<file path="src/rtl/pic_host_master.sv">
// Host-side bus master for an 8259-style PIC.
// Runs the ICW/OCW1 init sequence, forwards host OCW writes and performs
// the two-pulse interrupt-acknowledge cycle that captures the vector byte.
module pic_host_master #(
  parameter logic [4:0] VECTOR_BASE = 5'b00100,
  parameter bit         SNGL        = 1'b1,
  parameter bit         IC4         = 1'b1,
  parameter logic [7:0] ICW3_VAL    = 8'h00,
  parameter logic [7:0] ICW4_VAL    = 8'h01,
  parameter logic [7:0] INIT_MASK   = 8'h00,
  parameter int         STROBE_LEN  = 2
) (
  input  logic       clk,
  input  logic       reset,
  input  logic       start_init,
  output logic       init_done,
  output logic       busy,
  input  logic       ocw_req,
  input  logic       ocw_a0,
  input  logic [7:0] ocw_data,
  output logic       ocw_ack,
  input  logic       INT,
  output logic       INTA,
  output logic       wr,
  output logic       a0,
  output logic [7:0] data_out,
  output logic       data_oe,
  input  logic [7:0] data_in,
  output logic [7:0] vector_out,
  output logic       vector_valid
);

  localparam int            CW       = (STROBE_LEN > 1) ? $clog2(STROBE_LEN) : 1;
  localparam logic [CW-1:0] CNT_LAST = CW'(STROBE_LEN - 1);

  localparam logic [7:0] ICW1_VAL = {3'b000, 1'b1, 2'b00, SNGL, IC4};
  localparam logic [7:0] ICW2_VAL = {VECTOR_BASE, 3'b000};

  typedef enum logic [2:0] {
    IDLE,
    W_SETUP,
    W_STROBE,
    W_HOLD,
    A_PULSE1,
    A_GAP,
    A_PULSE2
  } state_t;

  typedef enum logic [2:0] {
    STEP_ICW1,
    STEP_ICW2,
    STEP_ICW3,
    STEP_ICW4,
    STEP_OCW1
  } step_t;

  state_t        state;
  step_t         step;
  step_t         next_step;
  logic [CW-1:0] cnt;
  logic          init_active;
  logic          host_txn;
  logic          step_a0;
  logic [7:0]    step_byte;

  // Register-select and byte for the current init step.
  always_comb begin
    step_a0   = 1'b1;
    step_byte = 8'h00;
    case (step)
      STEP_ICW1: begin
        step_a0   = 1'b0;
        step_byte = ICW1_VAL;
      end
      STEP_ICW2: step_byte = ICW2_VAL;
      STEP_ICW3: step_byte = ICW3_VAL;
      STEP_ICW4: step_byte = ICW4_VAL;
      STEP_OCW1: step_byte = INIT_MASK;
      default: begin
        step_a0   = 1'b1;
        step_byte = 8'h00;
      end
    endcase
  end

  // Which init step follows the current one; ICW3/ICW4 are skipped by configuration.
  always_comb begin
    next_step = STEP_OCW1;
    case (step)
      STEP_ICW1: next_step = STEP_ICW2;
      STEP_ICW2: next_step = !SNGL ? STEP_ICW3 : (IC4 ? STEP_ICW4 : STEP_OCW1);
      STEP_ICW3: next_step = IC4 ? STEP_ICW4 : STEP_OCW1;
      default:   next_step = STEP_OCW1;
    endcase
  end

  // Bus sequencer: arbitration in IDLE, write and INTA timing, all outputs registered.
  always_ff @(posedge clk) begin
    if (reset) begin
      state        <= IDLE;
      step         <= STEP_ICW1;
      cnt          <= '0;
      init_active  <= 1'b0;
      host_txn     <= 1'b0;
      init_done    <= 1'b0;
      busy         <= 1'b0;
      ocw_ack      <= 1'b0;
      INTA         <= 1'b1;
      wr           <= 1'b1;
      a0           <= 1'b0;
      data_out     <= 8'h00;
      data_oe      <= 1'b0;
      vector_out   <= 8'h00;
      vector_valid <= 1'b0;
    end else begin
      ocw_ack      <= 1'b0;
      vector_valid <= 1'b0;
      case (state)
        IDLE: begin
          if (start_init) begin
            init_active <= 1'b1;
            init_done   <= 1'b0;
            host_txn    <= 1'b0;
            step        <= STEP_ICW1;
            state       <= W_SETUP;
            busy        <= 1'b1;
            a0          <= 1'b0;
            data_out    <= ICW1_VAL;
            data_oe     <= 1'b1;
          end else if (init_active) begin
            state    <= W_SETUP;
            busy     <= 1'b1;
            a0       <= step_a0;
            data_out <= step_byte;
            data_oe  <= 1'b1;
          end else if (init_done && ocw_req) begin
            host_txn <= 1'b1;
            state    <= W_SETUP;
            busy     <= 1'b1;
            a0       <= ocw_a0;
            data_out <= ocw_data;
            data_oe  <= 1'b1;
          end else if (init_done && INT) begin
            state <= A_PULSE1;
            busy  <= 1'b1;
            INTA  <= 1'b0;
            cnt   <= '0;
          end
        end
        W_SETUP: begin
          state <= W_STROBE;
          wr    <= 1'b0;
          cnt   <= '0;
        end
        W_STROBE: begin
          if (cnt == CNT_LAST) begin
            state   <= W_HOLD;
            wr      <= 1'b1;
            ocw_ack <= host_txn;
          end else begin
            cnt <= cnt + 1'b1;
          end
        end
        W_HOLD: begin
          state    <= IDLE;
          busy     <= 1'b0;
          data_oe  <= 1'b0;
          a0       <= 1'b0;
          data_out <= 8'h00;
          if (host_txn) begin
            host_txn <= 1'b0;
          end else if (step == STEP_OCW1) begin
            init_active <= 1'b0;
            init_done   <= 1'b1;
          end else begin
            step <= next_step;
          end
        end
        A_PULSE1: begin
          if (cnt == CNT_LAST) begin
            state <= A_GAP;
            INTA  <= 1'b1;
          end else begin
            cnt <= cnt + 1'b1;
          end
        end
        A_GAP: begin
          state <= A_PULSE2;
          INTA  <= 1'b0;
          cnt   <= '0;
        end
        A_PULSE2: begin
          if (cnt == CNT_LAST) begin
            state        <= IDLE;
            busy         <= 1'b0;
            INTA         <= 1'b1;
            vector_out   <= data_in;
            vector_valid <= 1'b1;
          end else begin
            cnt <= cnt + 1'b1;
          end
        end
        default: begin
          state   <= IDLE;
          busy    <= 1'b0;
          INTA    <= 1'b1;
          wr      <= 1'b1;
          data_oe <= 1'b0;
        end
      endcase
    end
  end

endmodule
</file>
<file path="config.mk">
export PLATFORM = sky130hd
export DESIGN_NAME = pic_host_master
export DESIGN_NICKNAME = d
export VERILOG_FILES = /design/src/rtl/pic_host_master.sv
export SDC_FILE = /design/constraint.sdc
export NUM_CORES = 1
export LEC_CHECK = 0
export CAP_MARGIN = 20
export CORE_ASPECT_RATIO = 2
export CORE_MARGIN = 4
export CORE_UTILIZATION = 49
export CTS_CLUSTER_DIAMETER = 150
export CTS_CLUSTER_SIZE = 28
export DETAILED_ROUTE_END_ITERATION = 8
export MAX_ROUTING_LAYER = met4
export PLACE_DENSITY_LB_ADDON = 0.3
export SLEW_MARGIN = 20
export SYNTH_ARGS = -nofsm -noshare
export SYNTH_HDL_FRONTEND = slang
export SYNTH_SLANG_ARGS = --single-unit
</file>
<file path="constraint.sdc">
create_clock -name clk -period 4.3 [get_ports clk]
set_clock_uncertainty 0.15 [all_clocks]
set_input_delay 1.075 -clock clk [delete_from_list [all_inputs] [get_ports clk]]
set_output_delay 1.075 -clock clk [all_outputs]
set_load 0.02 [all_outputs]
</file>
Yosys cells after proc, flatten, opt, wreduce, memory -nomap -nowiden --
Index checks and enable logic that the tools add are counted.
Operators by class: add/subtract/negate cells 1, equal/unequal tests 26, multiplexer cells 54, bitwise operators 7, reductions and logical operators 27
Operators with widths (number):
- $mux 3 | 10
- $mux 1 | 27
- $mux 8 | 3
- $ne 2x2->1 const B | 11
- $pmux 3 s6 | 1
- $pmux 6 s3 | 1
- $pmux 8 s2 | 1
- $eq 3x2->1 const B | 4
- $eq 3x3->1 const B | 4
- $pmux 3 s2 | 2
- $reduce_and 4->1 | 3
- $pmux 1 s2 | 5
- $reduce_or 5->1 | 2
- $pmux 1 s3 | 3
- $reduce_or 3->1 | 3
- $reduce_and 2->1 | 4
- $reduce_or 2->1 | 4
- $not 1->1 | 7
- $eq 3x1->1 const B | 2
- $logic_not 3->1 | 2
- $ne 3x3->1 const B | 2
- $reduce_and 3->1 | 2
- $reduce_and 6->1 | 1
- $ne 5x5->1 const B | 1
- other kinds (9) | 10
Storage, ports and cells: register bits 33, output and inout bits 24, word-level logic and storage cells 130

Longest topological paths before layout --
depth after elaboration 6, mapped depth 5, depth with buffers taken out 3

Worst setup path before layout --
OpenSTA, ideal clock, no wires.
kind in2reg, from input start_init, to register step[1], library setup time 0.117 ns, data arrival time 2.281 ns, slack 1.752 ns, stages on the path 4, path buffers 1, cells stage by stage buf_2 > or4b_2 > and3_1 > a22o_1
On the way: word-level cells in the longest chain between the ends 2
Ends and longest elaborated chain:
- start: declaration | RTL line 15 | input logic start_init,
- $ne 2x2->1 (no line)
- $reduce_and 4->1 (no line)
- end signal: assignment | RTL line 176 | step <= next_step;
- end: declaration | RTL line 58 | step_t step;
No other way between the ends. A chain may end at the register's enable or synchronous reset.

Final worst setup path --
from input start_init, to register step[0]
The elaborated chain is that of the path after synthesis.

==> impl_metrics.xml <==
<?xml version="1.0" encoding="UTF-8"?>
<metrics>
  <group name="critical_path">
    <metric name="worstPathCellList" unit="">clkdlybuf4s50_1 -&gt; or4b_2 -&gt; and3_1 -&gt; a32o_1</metric>
    <metric name="worstSetupEndpointType" unit="">flop</metric>
    <metric name="worstPathRequired" unit="ns">4.32</metric>
    <metric name="timing.setup.critical_path_class" unit="">input port to flop</metric>
    <metric name="cp.arrival" unit="ns">2.82</metric>
    <metric name="worst-path-buf-inv" unit="">1</metric>
    <metric name="cp_max_fo" unit="">9</metric>
    <metric name="critical_path.max_stage_delay" unit="ns">0.67</metric>
    <metric name="path_delay_family" unit="">simple AND/OR/NAND/NOR gates</metric>
    <metric name="element_type_at_the_critical_path_start" unit="">input port</metric>
    <metric name="worst_path_max_delay_cell" unit="">or4b_2</metric>
  </group>
  <group name="timing">
    <metric name="unrepaired_setup_endpoints_after_global_routing" unit="">false</metric>
    <metric name="fin_crit_period" unit="ns">2.80</metric>
    <metric name="maxSlewViolCount" unit="">0</metric>
    <metric name="worst_pin_slew" unit="ns">0.902</metric>
    <metric name="setup_total_negative_slack" unit="ns">0</metric>
    <metric name="max_freq" unit="MHz">357</metric>
    <metric name="fraction_of_the_cycle_the_final_worst_path_needs" unit="%">65.2</metric>
    <metric name="final-hold-violation-count" unit="">0</metric>
    <metric name="max_slew_margin" unit="%">39.7</metric>
    <metric name="number_of_failing_setup_endpoints_in_the_final_timing_report" unit="">0</metric>
  </group>
  <group name="routing">
    <metric name="wire_per_inst" unit="um">15.7</metric>
    <metric name="dr.first_iter.drc_count" unit="">39</metric>
    <metric name="drtAntennaViolNets" unit="">0</metric>
    <metric name="vias_per_std_cell" unit="">5.97</metric>
    <metric name="remaining_drc_errors" unit="">0</metric>
    <metric name="first_pass_iters" unit="">4</metric>
    <metric name="vias" unit="">1414</metric>
    <metric name="drt-total-wl" unit="um">3720</metric>
  </group>
  <group name="synth">
    <metric name="synth.net_count" unit="">190</metric>
    <metric name="dominantRegCellSynth" unit="">dfxtp_1</metric>
    <metric name="synth_most_common_cell" unit="">dfxtp_1</metric>
    <metric name="synth_area_leaders" unit="">dfxtp_1 (46%), nand2_1 (6.2%), a21oi_1 (5.9%), nor2_1 (3.1%), o21ai_0 (2.8%)</metric>
    <metric name="synth-async-reset-ratio" unit="%">0</metric>
    <metric name="synthDistinctLibCells" unit="">42</metric>
    <metric name="synth_largest_type_area_fraction" unit="%">45.8</metric>
    <metric name="synth_top_cells_by_count" unit="">dfxtp_1 (33), nand2_1 (24), a21oi_1 (17)</metric>
    <metric name="synth.ff_latch_count" unit="">33</metric>
    <metric name="yosys_warnings" unit="">0</metric>
    <metric name="dominant_cell_type_by_area_after_synthesis" unit="">dfxtp_1</metric>
    <metric name="synthesized_instance_count" unit="">168</metric>
    <metric name="synthesis.area" unit="um^2">1440</metric>
    <metric name="syn_area_per_cell" unit="um^2">8.59</metric>
    <metric name="synth.yosys.seq_area_share" unit="%">45.8</metric>
    <metric name="synth_enable_flop_cells" unit="">0</metric>
  </group>
  <group name="worst_hold_path">
    <metric name="min-delay-path-class" unit="">flop to flop</metric>
  </group>
  <group name="global_routing">
    <metric name="initial_antenna_violation_count" unit="">0</metric>
    <metric name="grt_busiest_layer" unit="">met2</metric>
    <metric name="track_usage" unit="%">21.6</metric>
    <metric name="global_route.usage.met3" unit="%">4.29</metric>
    <metric name="grt_overflow_total" unit="">0</metric>
    <metric name="grt_first_pass_wirelength" unit="um">6190</metric>
    <metric name="grt_pass1_vias" unit="">1428</metric>
    <metric name="grt.met2_usage" unit="%">38.4</metric>
    <metric name="gr-usage-met1" unit="%">21.1</metric>
    <metric name="grt_start_max_net_pins" unit="">25</metric>
  </group>
  <group name="power">
    <metric name="netSwitchingFraction" unit="%">27.1</metric>
    <metric name="post-layout-total-power" unit="uW">674</metric>
    <metric name="peakVddDrop" unit="V">0.000375</metric>
    <metric name="internal_power" unit="uW">491</metric>
    <metric name="static-leakage-power" unit="uW">0.000709</metric>
    <metric name="power_density" unit="nW/um^2">345</metric>
    <metric name="clkPwrFrac" unit="%">32.5</metric>
    <metric name="power_frac_seq" unit="%">50.6</metric>
    <metric name="power.combinational.fraction" unit="%">16.9</metric>
    <metric name="total_switching_power" unit="uW">183</metric>
  </group>
  <group name="clock_network">
    <metric name="cts_tree" unit="">yes</metric>
    <metric name="clk_pin_slew" unit="ns">0.06</metric>
    <metric name="max-clock-path-buffers" unit="">2</metric>
    <metric name="root_buffer" unit="">clkbuf_8</metric>
    <metric name="deepest_level_of_the_cts_h_tree" unit="">2</metric>
    <metric name="cts.sinks" unit="">33</metric>
    <metric name="ctsHoldBuffers" unit="">0</metric>
    <metric name="cts-resized-gates" unit="">0</metric>
    <metric name="post_cts.repair.setup_buffers" unit="">0</metric>
    <metric name="cts_buffers" unit="">5</metric>
    <metric name="clk-insertion-delay-late" unit="ns">0.28</metric>
  </group>
  <group name="layout">
    <metric name="num-nets-final" unit="">229</metric>
    <metric name="layout.filler_cells" unit="">236</metric>
    <metric name="antenna-diode-count" unit="">0</metric>
    <metric name="area_growth_syn_to_layout" unit="%">35.4</metric>
    <metric name="drive_gt1_share" unit="%">4.81</metric>
  </group>
  <group name="floorplanning">
    <metric name="start_util" unit="%">51.5</metric>
    <metric name="floorplan.die_area" unit="um^2">3930</metric>
    <metric name="pin_count" unit="">46</metric>
    <metric name="placement_rows" unit="">27</metric>
    <metric name="core_area" unit="um^2">2800</metric>
    <metric name="fp.dieH" unit="um">84.7</metric>
    <metric name="floorplan.die.width" unit="um">46.4</metric>
  </group>
  <group name="run">
    <metric name="max_cap_viol_count" unit="">0</metric>
  </group>
  <group name="place">
    <metric name="portBuffers" unit="">45</metric>
    <metric name="globalplace.congestion" unit="">0.890</metric>
    <metric name="dp.final_hpwl" unit="um">2800</metric>
  </group>
  <group name="outcome">
    <metric name="outcome" unit="">finished clean</metric>
  </group>
</metrics>
[cells by family after synthesis]
family / synth area share [%]
xor+xnor: 0.607
simple gates: 22.1
buf+inv: 4.86
mux: 0.781
compound gates: 25.8
flops: 45.8
[placed cells by master (no fill, tap or decap), types with 4 or more instances in the layout]
cell type	count
a22o_1	4
clkdlybuf4s50_1	45
clkbuf_8	5
nand2_1	24
o21ai_0	8
a21oi_1	17
nor2_1	12
nor3_1	4
dfxtp_1	33
[layer usage]
layer / up-vias / share of wire, %
met2: 66 / 54
met1: 648 / 35
met4: 0 / 2.1
met5: - / 0
met3: 8 / 8.2
li1: 692 / -
[state kept, by name (all words and copies together), names as in the netlist, 3 cells and up]
register,count
data_out,8
state,3
step,3
vector_out,8
[final timing paths]
path	from	end	cells after the start	slack (ns)
min	vector_out[0]	vector_out[0]	2	0.31
max reg2reg	state[1]	step[0]	3	2.34
max	start_init	step[0]	4	1.50
min reg2reg	vector_out[0]	vector_out[0]	2	0.31
[worst register-to-register path, cell delays in order, from the launching register on]
cell	delay, ns
dfxtp_1	0.48
or4b_2	0.76
and3_1	0.25
a32o_1	0.22
[per-stage QoR]
step | hold WS (ns) | utilization, % | cell area [um^2] | setup WS, ns | cells
after floorplan | 0.358 | - | 1440 | 1.75 | 168
after global placement | 0.291 | 66.7 | 1870 | 1.23 | 229
after detailed placement | 0.302 | 66.7 | 1870 | 1.21 | 229
after CTS | 0.312 | 69.7 | 1950 | 1.51 | 237
after global routing | 0.336 | 69.7 | 1950 | 1.42 | 237
final | 0.311 | 69.7 | 1950 | 1.50 | 237
[power by group through the flow]
stage                     Clock (uW)  Sequential, uW  Combinational [uW]
after global routing             237             344                 123
after CTS                        225             340                 114
after floorplan                    0             348                62.2
final                            219             341                 114
after global placement             0             346                 111
after detailed placement           0             347                 113
[final cells by class]
class / instances / area [um^2] / area share, %
Multi-Input combinational cell: 119 / 712 / 36.5
Tap cell: 29 / 36.3 / 1.86
Timing Repair Buffer: 45 / 450 / 23.1
Sequential cell: 33 / 661 / 33.8
Inverter: 3 / 11.3 / 0.577
Clock buffer: 6 / 72.6 / 3.72
Clock inverter: 2 / 10.0 / 0.512
Note: power is estimated with default switching activity, not from simulation.
